===== src/rtl/e_rx_pkt_reader.sv =====
// MAC RX packet reader: drains the MAC RX interface into a 4-entry FWFT FIFO, streams packets out,
// and reports per-packet length/status plus good/bad counters. E_RX_TIMEOUT_EN adds an RD watchdog.
module e_rx_pkt_reader #(
    parameter int unsigned MIN_PKT_BYTES = 64,
    parameter int unsigned MAX_PKT_BYTES = 1518,
    parameter int unsigned CNT_W         = 32,
    parameter int unsigned TIMEOUT_CYC   = 256
) (
    input  logic             clk_156m25,
    input  logic             reset_156m25,
    input  logic             pkt_rx_avail,
    output logic             pkt_rx_ren,
    input  logic [63:0]      pkt_rx_data,
    input  logic             pkt_rx_sop,
    input  logic             pkt_rx_eop,
    input  logic             pkt_rx_val,
    input  logic             pkt_rx_err,
    input  logic [2:0]       pkt_rx_mod,
    output logic [63:0]      out_data,
    output logic             out_sop,
    output logic             out_eop,
    output logic             out_err,
    output logic [2:0]       out_mod,
    output logic             out_val,
    input  logic             out_ready,
    output logic [15:0]      pkt_len,
    output logic [3:0]       pkt_status,
    output logic             pkt_len_val,
    output logic [CNT_W-1:0] good_pkt_cnt,
    output logic [CNT_W-1:0] bad_pkt_cnt
);

    localparam logic [15:0] MinLen = 16'(MIN_PKT_BYTES);
    localparam logic [15:0] MaxLen = 16'(MAX_PKT_BYTES);

`ifdef E_RX_TIMEOUT_EN
    typedef enum logic [1:0] {StIdle, StRd, StGap, StAbort} state_e;
`else
    typedef enum logic [1:0] {StIdle, StRd, StGap} state_e;
`endif

    typedef struct packed {
        logic [63:0] data;
        logic        sop;
        logic        eop;
        logic [2:0]  mod;
        logic        err;
    } entry_t;

    state_e state_q, state_d;
    logic   ren_d1_q;

    entry_t     mem_q [4];
    logic [1:0] wr_ptr_q, rd_ptr_q;
    logic [2:0] fifo_cnt_q;
    logic       fifo_empty, fifo_full, push, pop, wr;
    entry_t     push_entry, head;

    logic        first_q, frm_q;
    logic [15:0] len_q;
    logic        cap, cap_eop, frm_new, size_err_new, eop_err;
    logic [15:0] word_bytes, len_new;
    logic [16:0] len_sum;

    logic        rpt_fire, rpt_bad;
    logic [15:0] rpt_len;
    logic [3:0]  rpt_status;
    logic        wd_hit;

    logic [15:0]      pkt_len_q;
    logic [3:0]       pkt_status_q;
    logic             pkt_len_val_q;
    logic [CNT_W-1:0] good_q, bad_q;

    // Capture and per-packet accounting
    assign cap     = (state_q == StRd) && pkt_rx_val;
    assign cap_eop = cap && pkt_rx_eop;

    assign word_bytes   = (pkt_rx_eop && (pkt_rx_mod != 3'd0)) ? {13'd0, pkt_rx_mod} : 16'd8;
    assign len_sum      = (first_q ? 17'd0 : {1'b0, len_q}) + {1'b0, word_bytes};
    assign len_new      = len_sum[16] ? 16'hFFFF : len_sum[15:0];
    assign frm_new      = first_q ? !pkt_rx_sop : (frm_q | pkt_rx_sop);
    assign size_err_new = (len_new < MinLen) || (len_new > MaxLen);
    assign eop_err      = pkt_rx_err | frm_new | size_err_new;

`ifdef E_RX_TIMEOUT_EN
    localparam int unsigned     WdW     = $clog2(TIMEOUT_CYC + 1);
    localparam logic [WdW-1:0] WdLimit = WdW'(TIMEOUT_CYC);

    logic [WdW-1:0] wd_q;
    logic           abort_push, abort_frm, abort_size;
    logic [15:0]    abort_len;

    assign wd_hit = (state_q == StRd) && (wd_q == WdLimit);

    always_ff @(posedge clk_156m25 or posedge reset_156m25) begin
        if (reset_156m25) begin
            wd_q <= '0;
        end else if ((state_q != StRd) || pkt_rx_val) begin
            wd_q <= '0;
        end else if (wd_q != WdLimit) begin
            wd_q <= wd_q + WdW'(1);
        end
    end

    // The terminator reports whatever bytes were captured before the stall.
    assign abort_push = (state_q == StAbort) && !fifo_full;
    assign abort_len  = first_q ? 16'd0 : len_q;
    assign abort_frm  = !first_q && frm_q;
    assign abort_size = (abort_len < MinLen) || (abort_len > MaxLen);
`else
    logic unused_timeout_cfg;
    assign unused_timeout_cfg = ^TIMEOUT_CYC;
    assign wd_hit = 1'b0;
`endif

    always_comb begin
        push       = cap;
        push_entry = '{data: pkt_rx_data, sop: pkt_rx_sop, eop: pkt_rx_eop, mod: pkt_rx_mod,
                       err: cap_eop & eop_err};
        rpt_fire   = cap_eop;
        rpt_len    = len_new;
        rpt_status = {1'b0, frm_new, size_err_new, pkt_rx_err};
        rpt_bad    = eop_err;
`ifdef E_RX_TIMEOUT_EN
        if (abort_push) begin
            push       = 1'b1;
            push_entry = '{data: 64'd0, sop: 1'b0, eop: 1'b1, mod: 3'd0, err: 1'b1};
            rpt_fire   = 1'b1;
            rpt_len    = abort_len;
            rpt_status = {1'b1, abort_frm, abort_size, 1'b0};
            rpt_bad    = 1'b1;
        end
`endif
    end

    // Read enable keeps at most one word in flight and headroom in the FIFO
    assign pkt_rx_ren = (state_q == StRd) && !(pkt_rx_val && pkt_rx_eop) && !wd_hit &&
                        (({1'b0, fifo_cnt_q} + {3'b000, ren_d1_q}) <= 4'd2);

    always_comb begin
        state_d = state_q;
        case (state_q)
            StIdle: if (pkt_rx_avail) state_d = StRd;
            StRd: begin
                if (pkt_rx_val && pkt_rx_eop) begin
                    state_d = StGap;
                end else if (wd_hit) begin
`ifdef E_RX_TIMEOUT_EN
                    state_d = StAbort;
`endif
                end
            end
            StGap: state_d = StIdle;
`ifdef E_RX_TIMEOUT_EN
            StAbort: if (!fifo_full) state_d = StGap;
`endif
            default: state_d = StIdle;
        endcase
    end

    always_ff @(posedge clk_156m25 or posedge reset_156m25) begin
        if (reset_156m25) begin
            state_q  <= StIdle;
            ren_d1_q <= 1'b0;
            first_q  <= 1'b1;
            frm_q    <= 1'b0;
            len_q    <= 16'd0;
        end else begin
            state_q  <= state_d;
            ren_d1_q <= pkt_rx_ren;
            if (state_q == StIdle) begin
                first_q <= 1'b1;
            end else if (cap) begin
                first_q <= 1'b0;
                frm_q   <= frm_new;
                len_q   <= len_new;
            end
        end
    end

    // FIFO: first-word-fall-through, outputs forced to zero while empty
    assign fifo_empty = (fifo_cnt_q == 3'd0);
    assign fifo_full  = (fifo_cnt_q == 3'd4);
    assign pop        = !fifo_empty && out_ready;
    assign wr         = push && (!fifo_full || pop);

    always_ff @(posedge clk_156m25 or posedge reset_156m25) begin
        if (reset_156m25) begin
            wr_ptr_q   <= 2'd0;
            rd_ptr_q   <= 2'd0;
            fifo_cnt_q <= 3'd0;
        end else begin
            if (wr)  wr_ptr_q <= wr_ptr_q + 2'd1;
            if (pop) rd_ptr_q <= rd_ptr_q + 2'd1;
            fifo_cnt_q <= fifo_cnt_q + {2'b00, wr} - {2'b00, pop};
        end
    end

    always_ff @(posedge clk_156m25) begin
        if (wr) mem_q[wr_ptr_q] <= push_entry;
    end

    assign head     = fifo_empty ? '0 : mem_q[rd_ptr_q];
    assign out_val  = !fifo_empty;
    assign out_data = head.data;
    assign out_sop  = head.sop;
    assign out_eop  = head.eop;
    assign out_mod  = head.mod;
    assign out_err  = head.err;

    always_ff @(posedge clk_156m25 or posedge reset_156m25) begin
        if (reset_156m25) begin
            pkt_len_q     <= 16'd0;
            pkt_status_q  <= 4'd0;
            pkt_len_val_q <= 1'b0;
            good_q        <= '0;
            bad_q         <= '0;
        end else begin
            pkt_len_val_q <= rpt_fire;
            if (rpt_fire) begin
                pkt_len_q    <= rpt_len;
                pkt_status_q <= rpt_status;
                if (rpt_bad) begin
                    if (bad_q != '1) bad_q <= bad_q + CNT_W'(1);
                end else begin
                    if (good_q != '1) good_q <= good_q + CNT_W'(1);
                end
            end
        end
    end

    assign pkt_len      = pkt_len_q;
    assign pkt_status   = pkt_status_q;
    assign pkt_len_val  = pkt_len_val_q;
    assign good_pkt_cnt = good_q;
    assign bad_pkt_cnt  = bad_q;

endmodule


===== config.mk =====
export PLATFORM = sky130hd
export DESIGN_NAME = e_rx_pkt_reader
export DESIGN_NICKNAME = d
export VERILOG_FILES = /design/src/rtl/e_rx_pkt_reader.sv
export SDC_FILE = /design/constraint.sdc
export NUM_CORES = 1
export LEC_CHECK = 0
export ABC_CLOCK_PERIOD_IN_PS = 10300
export CORE_MARGIN = 2
export CORE_UTILIZATION = 29
export CTS_CLUSTER_DIAMETER = 100
export DETAILED_ROUTE_END_ITERATION = 8
export GPL_TIMING_DRIVEN = 0
export PLACE_DENSITY = 0.48
export SLEW_MARGIN = 30
export SYNTH_ARGS = -nofsm -noshare
export SYNTH_HDL_FRONTEND = slang
export SYNTH_SLANG_ARGS = --single-unit

===== constraint.sdc =====
create_clock -name clk_156m25 -period 10.3 [get_ports clk_156m25]
set_input_delay 2.06 -clock clk_156m25 [delete_from_list [all_inputs] [get_ports clk_156m25]]
set_output_delay 2.06 -clock clk_156m25 [all_outputs]
set_load 0.005 [all_outputs]

======== Word level (Yosys, flattened, before mapping) ========
Memories as Yosys holds them, arrays and structs flattened.
Index checks and enable logic that the tools add are counted.
storage, ports and cells
  bits in registers ....................... 112
  bits in writable memories ............... 280
  input bits .............................. 75
  output and inout bits ................... 157
  word-level logic and storage cells ...... 71
  memories ................................ 1
operators by class
  add/sub/neg operators ................... 8
  order comparisons ....................... 3
  eq/ne operators ......................... 6
  multiplexer cells ....................... 12
  bitwise gates (word level) .............. 6
  reduce and logical (&&, ||, !) cells .... 22
memory list
  memory  depth  bits a word  read ports  clocked after Yosys merged registers in  wr ports  RTL line  source
  mem_q   4      70           1           0                                        1         53        entry_t mem_q [4];
operators by type and width
  operator                 count
  $mux W70                 1
  $add A32 B1 Y32 const B  2
  $ne A32 B32 Y1 const B   2
  $mux W16                 2
  $add A16 B4 Y17          1
  $gt A16 B11 Y1 const B   1
  $lt A16 B7 Y1 const B    1
  $logic_and A1 B1 Y1      8
  $reduce_and A3 Y1        2
  $mux W1                  5
  $add A2 B1 Y2 const B    2
  $add A3 B1 Y4            1
  $le A4 B2 Y1 const B     1
  $logic_not A1 Y1         4
  $mux W2                  2
  $mux W4                  1
  $pmux W2 S2              1
  $reduce_and A2 Y1        2
  $add A3 B1 Y3            1
  $eq A3 B3 Y1 const B     1
  $logic_not A3 Y1         1
  $or A1 B1 Y1             3
  $reduce_bool A3 Y1       1
  $sub A3 B1 Y3            1
  other kinds (8)          10

======== Depth between registers and ports, before layout ========
  depth after elaboration ................. 10
  depth in mapped cells ................... 18

======== Least setup slack after synthesis ========
OpenSTA, ideal clock, no wires.
  path kind ............................... input to register
  from .................................... input pkt_rx_eop
  to ...................................... register bad_q[25] (netlist: bad_pkt_cnt[25])
  data arrival time ....................... 5026 ps
  data required time ...................... 10162 ps
  setup slack ............................. 5136 ps
  cell stages on the path ................. 13
  cell sequence ........................... and2_1 -> ha_1 -> fa_1 -> a211oi_1 -> nor2_1 -> nand2_1 -> mux2i_1 -> nand2_1 -> or4b_4 -> nor4_4 -> buf_6 -> nor4_1 -> xor2_1
between the ends
  cells in the longest elaborated chain, start to end .. 8
RTL lines
  element                                                 RTL line  source
  start: declaration                                      15        input logic pkt_rx_eop,
  $logic_and A1 B1 Y1                                     79        assign word_bytes = (pkt_rx_eop && (pkt_rx_mod != 3'd0)) ? {13'd0, pkt_rx_mod} : 16'd8;
  $mux W4                                                 79
  $add A16 B4 Y17                                         80        assign len_sum = (first_q ? 17'd0 : {1'b0, len_q}) + {1'b0, word_bytes};
  $mux W16                                                81        assign len_new = len_sum[16] ? 16'hFFFF : len_sum[15:0];
  $lt A16 B7 Y1 / $gt A16 B11 Y1 (equally long branches)  83        assign size_err_new = (len_new < MinLen) || (len_new > MaxLen);
  $logic_or A1 B1 Y1                                      83
  $or A1 B1 Y1                                            84        assign eop_err = pkt_rx_err | frm_new | size_err_new;
  $reduce_and A3 Y1 (no source line) *                    --
  end signal: assignment                                  225       if (bad_q != '1) bad_q <= bad_q + CNT_W'(1);
  end: declaration                                        73        logic [CNT_W-1:0] good_q, bad_q;
Mark *: on every way between the ends. The rest lies on a longest branch, timed or not.
A chain may end at the register's enable or synchronous reset.

==> impl_metrics.yaml <==
timing:
  worst_clock_skew_ns: 0.0251
  rsz0062_at_grt: "no"
  hold_viol: 0
  setup_viol: 0
  fin_setup_tns_ns: 0
  fin_crit_ns: 6.05
  slew_headroom: 0.433
  worst_pin_slew_ns: 0.850
  fin_crit_sh: 0.588
  maxSlewViolCount: 0
  clock.fmax_mhz: 165
yosys:
  async_flop_share: 0.286
  yosysSeqAreaShare: 0.679
  synth.distinct_cells: 67
  synth_nets: 1146
  synth.top_cells.by_area: "edfxtp_1 (51%), dfrtp_1 (17%), mux4_2 (9.6%), and2_1 (3.3%), xnor2_1 (2.2%)"
  yosys-top-cells-count: "edfxtp_1 (280), dfrtp_1 (111), and2_1 (88)"
  yosysTopAreaCellShare: 0.509
  synth_area_um2: 16500
  syn_avg_cell_area_um2: 15.6
  synth_area_leader_cell: "edfxtp_1"
  synth_flop_cell: "edfxtp_1"
  yosysWarnings: 0
  ys_ff_latch: 392
  synth_edf_count: 280
  postSynthCellCount: 1055
  synth_most_common_cell: "edfxtp_1"
critical_path:
  cp_max_fo: 11
  worst-path-buf-inv: 3
  crit_slowest_cell: "clkdlybuf4s50_1"
  critical_path_depth: 14
  critPathMaxStageDelay_ns: 0.69
  crit_chain: "clkdlybuf4s50_1 > and2_1 > ha_1 > fa_1 > a211oi_1 > nor3_2 > and3_1 > buf_2 > nor2_2 > nand3_1 > o32a_1 > nor4_4 > buf_6 > nor2_1"
  crit_path_end_kind: "flop"
  r2r-start: "first_q$_DFFE_PP1P_"
  cpLargestDelayFamily: "simple AND/OR/NAND/NOR gates"
  cp.required_ns: 10.59
  startpoint_type: "input port"
  r2r_slack_ns: 5.17
  path_class: "input port to flop"
  rr_worst_depth: 16
  r2r_end: "mem_q[1][0]$_DFFE_PP_"
  crit_arrival_ns: 6.35
grt:
  grt_pass1_wl_mm: 64.8
  grt_max_degree: 59
  overflow: 0
  grt_pass1_vias: 10300
  grtUsageTotal: 0.143
  grt_antenna_before_repair: 3
die:
  die_h_um: 243
  io_pins: 232
  die-area_um2: 58800
  die_x_um: 243
  row_count: 87
  initial_core_util: 0.293
  core_um2: 56300
pwr:
  combinationalPowerShare: 0.312
  peakVddDrop_v: 0.000124
  p_leak_nw: 7.74
  power.net_switching_w: 0.00147
  p_seq_frac: 0.375
  p_int_w: 0.00376
  pwr_density_cell_nw_per_um2: 243
  clkPwrFrac: 0.314
  swShare: 0.281
clocking:
  postCtsResizedCells: 0
  clockBufferDepth: 3
  cts_hold_buf: 0
  clkLatencyLatePin_ns: 0.58
  path_clk_slew_ns: 0.06
  cts-buffers-inserted: 48
  cts_setup_buffers: 0
  cts.htree.levels: 2
  cts_tree: "done"
  root_buffer: "clkbuf_16"
  clock_sinks: 392
route:
  routed_via_density: 4.66
  drt-initial-drc-count: 468
  ant_nets: 0
  drc_errors: 0
  wl_per_cell_um: 19.6
  drt_first_pass_iters: 5
  routed_wl_mm: 42.0
  vias: 9961
placed_design:
  routabilityCongestion: 0.826
  port_buffers: 230
  dp.cells: 2050
  dp.final_hpwl_mm: 27.6
job:
  maxCapViolCount: 0
final_layout:
  final_nets: 1436
  area_delta_synth_final_pct: 30.5
  finalNonFillerCells: 2139
  n_fill_cell: 5397
  final_layout_size_suffix_gt1_frac: 0.145
  num_antenna_cells: 0
outcome:
  status: "finished, final reports clean"
hold_path:
  min_path_cells: 2
  holdPathEnd: "len_q[3]$_DFFE_PP0P_"
  min_path_type: "flop to flop"
  worstHoldStart: "len_q[3]$_DFFE_PP0P_"
layout make-up:
type | count | area, µm² | area share
clock inverters | 26 | 244 | 0.0113
multi-input cells | 594 | 4980 | 0.231
clock buffers | 62 | 1290 | 0.0601
flip-flops and latches | 392 | 11200 | 0.521
plain buffers | 55 | 280 | 0.0130
well taps | 756 | 946 | 0.0439
repair buffers | 240 | 2520 | 0.117
inverters | 14 | 60.1 | 0.00279
tightest hold or removal path, delay by kind of cell (launching register included):
family	cells	cell delay [ns]
compound gates	1	0.06
flops	1	0.33
simple gates	1	0.04
stage by stage:
| stage | worst slack, ns | instance area, µm² | hold slack [ns] | utilization | power [W] |
|---|---|---|---|---|---|
| final | 4.25 | 21500 | 0.473 | 0.383 | 0.00523 |
| after global routing | 3.98 | 21500 | 0.493 | 0.383 | 0.00552 |
| after global placement | 3.13 | 19800 | 0.457 | 0.351 | 0.00365 |
| after CTS | 4.21 | 21500 | 0.476 | 0.382 | 0.00535 |
| after detailed placement | 3.56 | 20000 | 0.465 | 0.355 | 0.00367 |
| after floorplan | 5.14 | 16500 | 0.431 | - | 0.00281 |
cells by family after synthesis:
family	count (synthesis)	share of synthesized area
flops	392	0.679
compound gates	77	0.0277
mux	74	0.0983
fa+ha+maj	16	0.0130
xor+xnor	77	0.0409
other cells	1	0.000227
simple gates	349	0.121
buf+inv	69	0.0197
power groups by stage:
| stage | clock network [W] | logic (W) | registers, W |
|---|---|---|---|
| final | 0.00164 | 0.00163 | 0.00196 |
| after detailed placement | 0 | 0.00168 | 0.00199 |
| after floorplan | 0 | 0.000827 | 0.00199 |
| after global routing | 0.00176 | 0.00178 | 0.00198 |
| after CTS | 0.00170 | 0.00168 | 0.00196 |
| after global placement | 0 | 0.00164 | 0.00201 |
cell usage in the layout, fill, tap and decap left out, types with 33 or more instances in the layout:
| cell | count |
|---|---|
| edfxtp_1 | 280 |
| clkdlybuf4s50_1 | 230 |
| dfrtp_1 | 111 |
| and2_1 | 84 |
| nand2_1 | 72 |
| mux4_2 | 70 |
| clkbuf_16 | 49 |
| xnor2_1 | 41 |
| o21ai_0 | 40 |
| clkbuf_1 | 40 |
| xor2_1 | 36 |
| nor2_1 | 33 |
registers in the layout, summed over array words and instances, names as in the netlist:
register      flops
bad_pkt_cnt      32
fifo_cnt_q        3
state_q           2
pkt_status        3
wr_ptr_q          2
pkt_len_val       1
first_q           1
len_q            16
mem_q           280
pkt_len          16
frm_q             1
ren_d1_q          1
rd_ptr_q          2
good_pkt_cnt     32
per-layer routing:
metal | vias to the layer above | global-route usage | share of wire
met5 | - | 0 | 0.00081
met3 | 71 | 0.0374 | 0.058
met2 | 238 | 0.224 | 0.47
met4 | 6 | 0.0376 | 0.021
li1 | 4586 | - | -
met1 | 5060 | 0.195 | 0.45
worst max-delay path by stage:
stage | from | end
6_report | pkt_rx_eop | mem_q[1][0]$_DFFE_PP_
5_1_grt | pkt_rx_eop | mem_q[1][0]$_DFFE_PP_
4_1_cts | pkt_rx_eop | mem_q[1][0]$_DFFE_PP_
3_5_place_dp | pkt_rx_eop | mem_q[0][0]$_DFFE_PP_
3_3_place_gp | pkt_rx_val | mem_q[0][22]$_DFFE_PP_
2_1_floorplan | pkt_rx_eop | bad_pkt_cnt[25]$_DFFE_PP0P_
No activity file was read; power rests on OpenSTA's default activity.
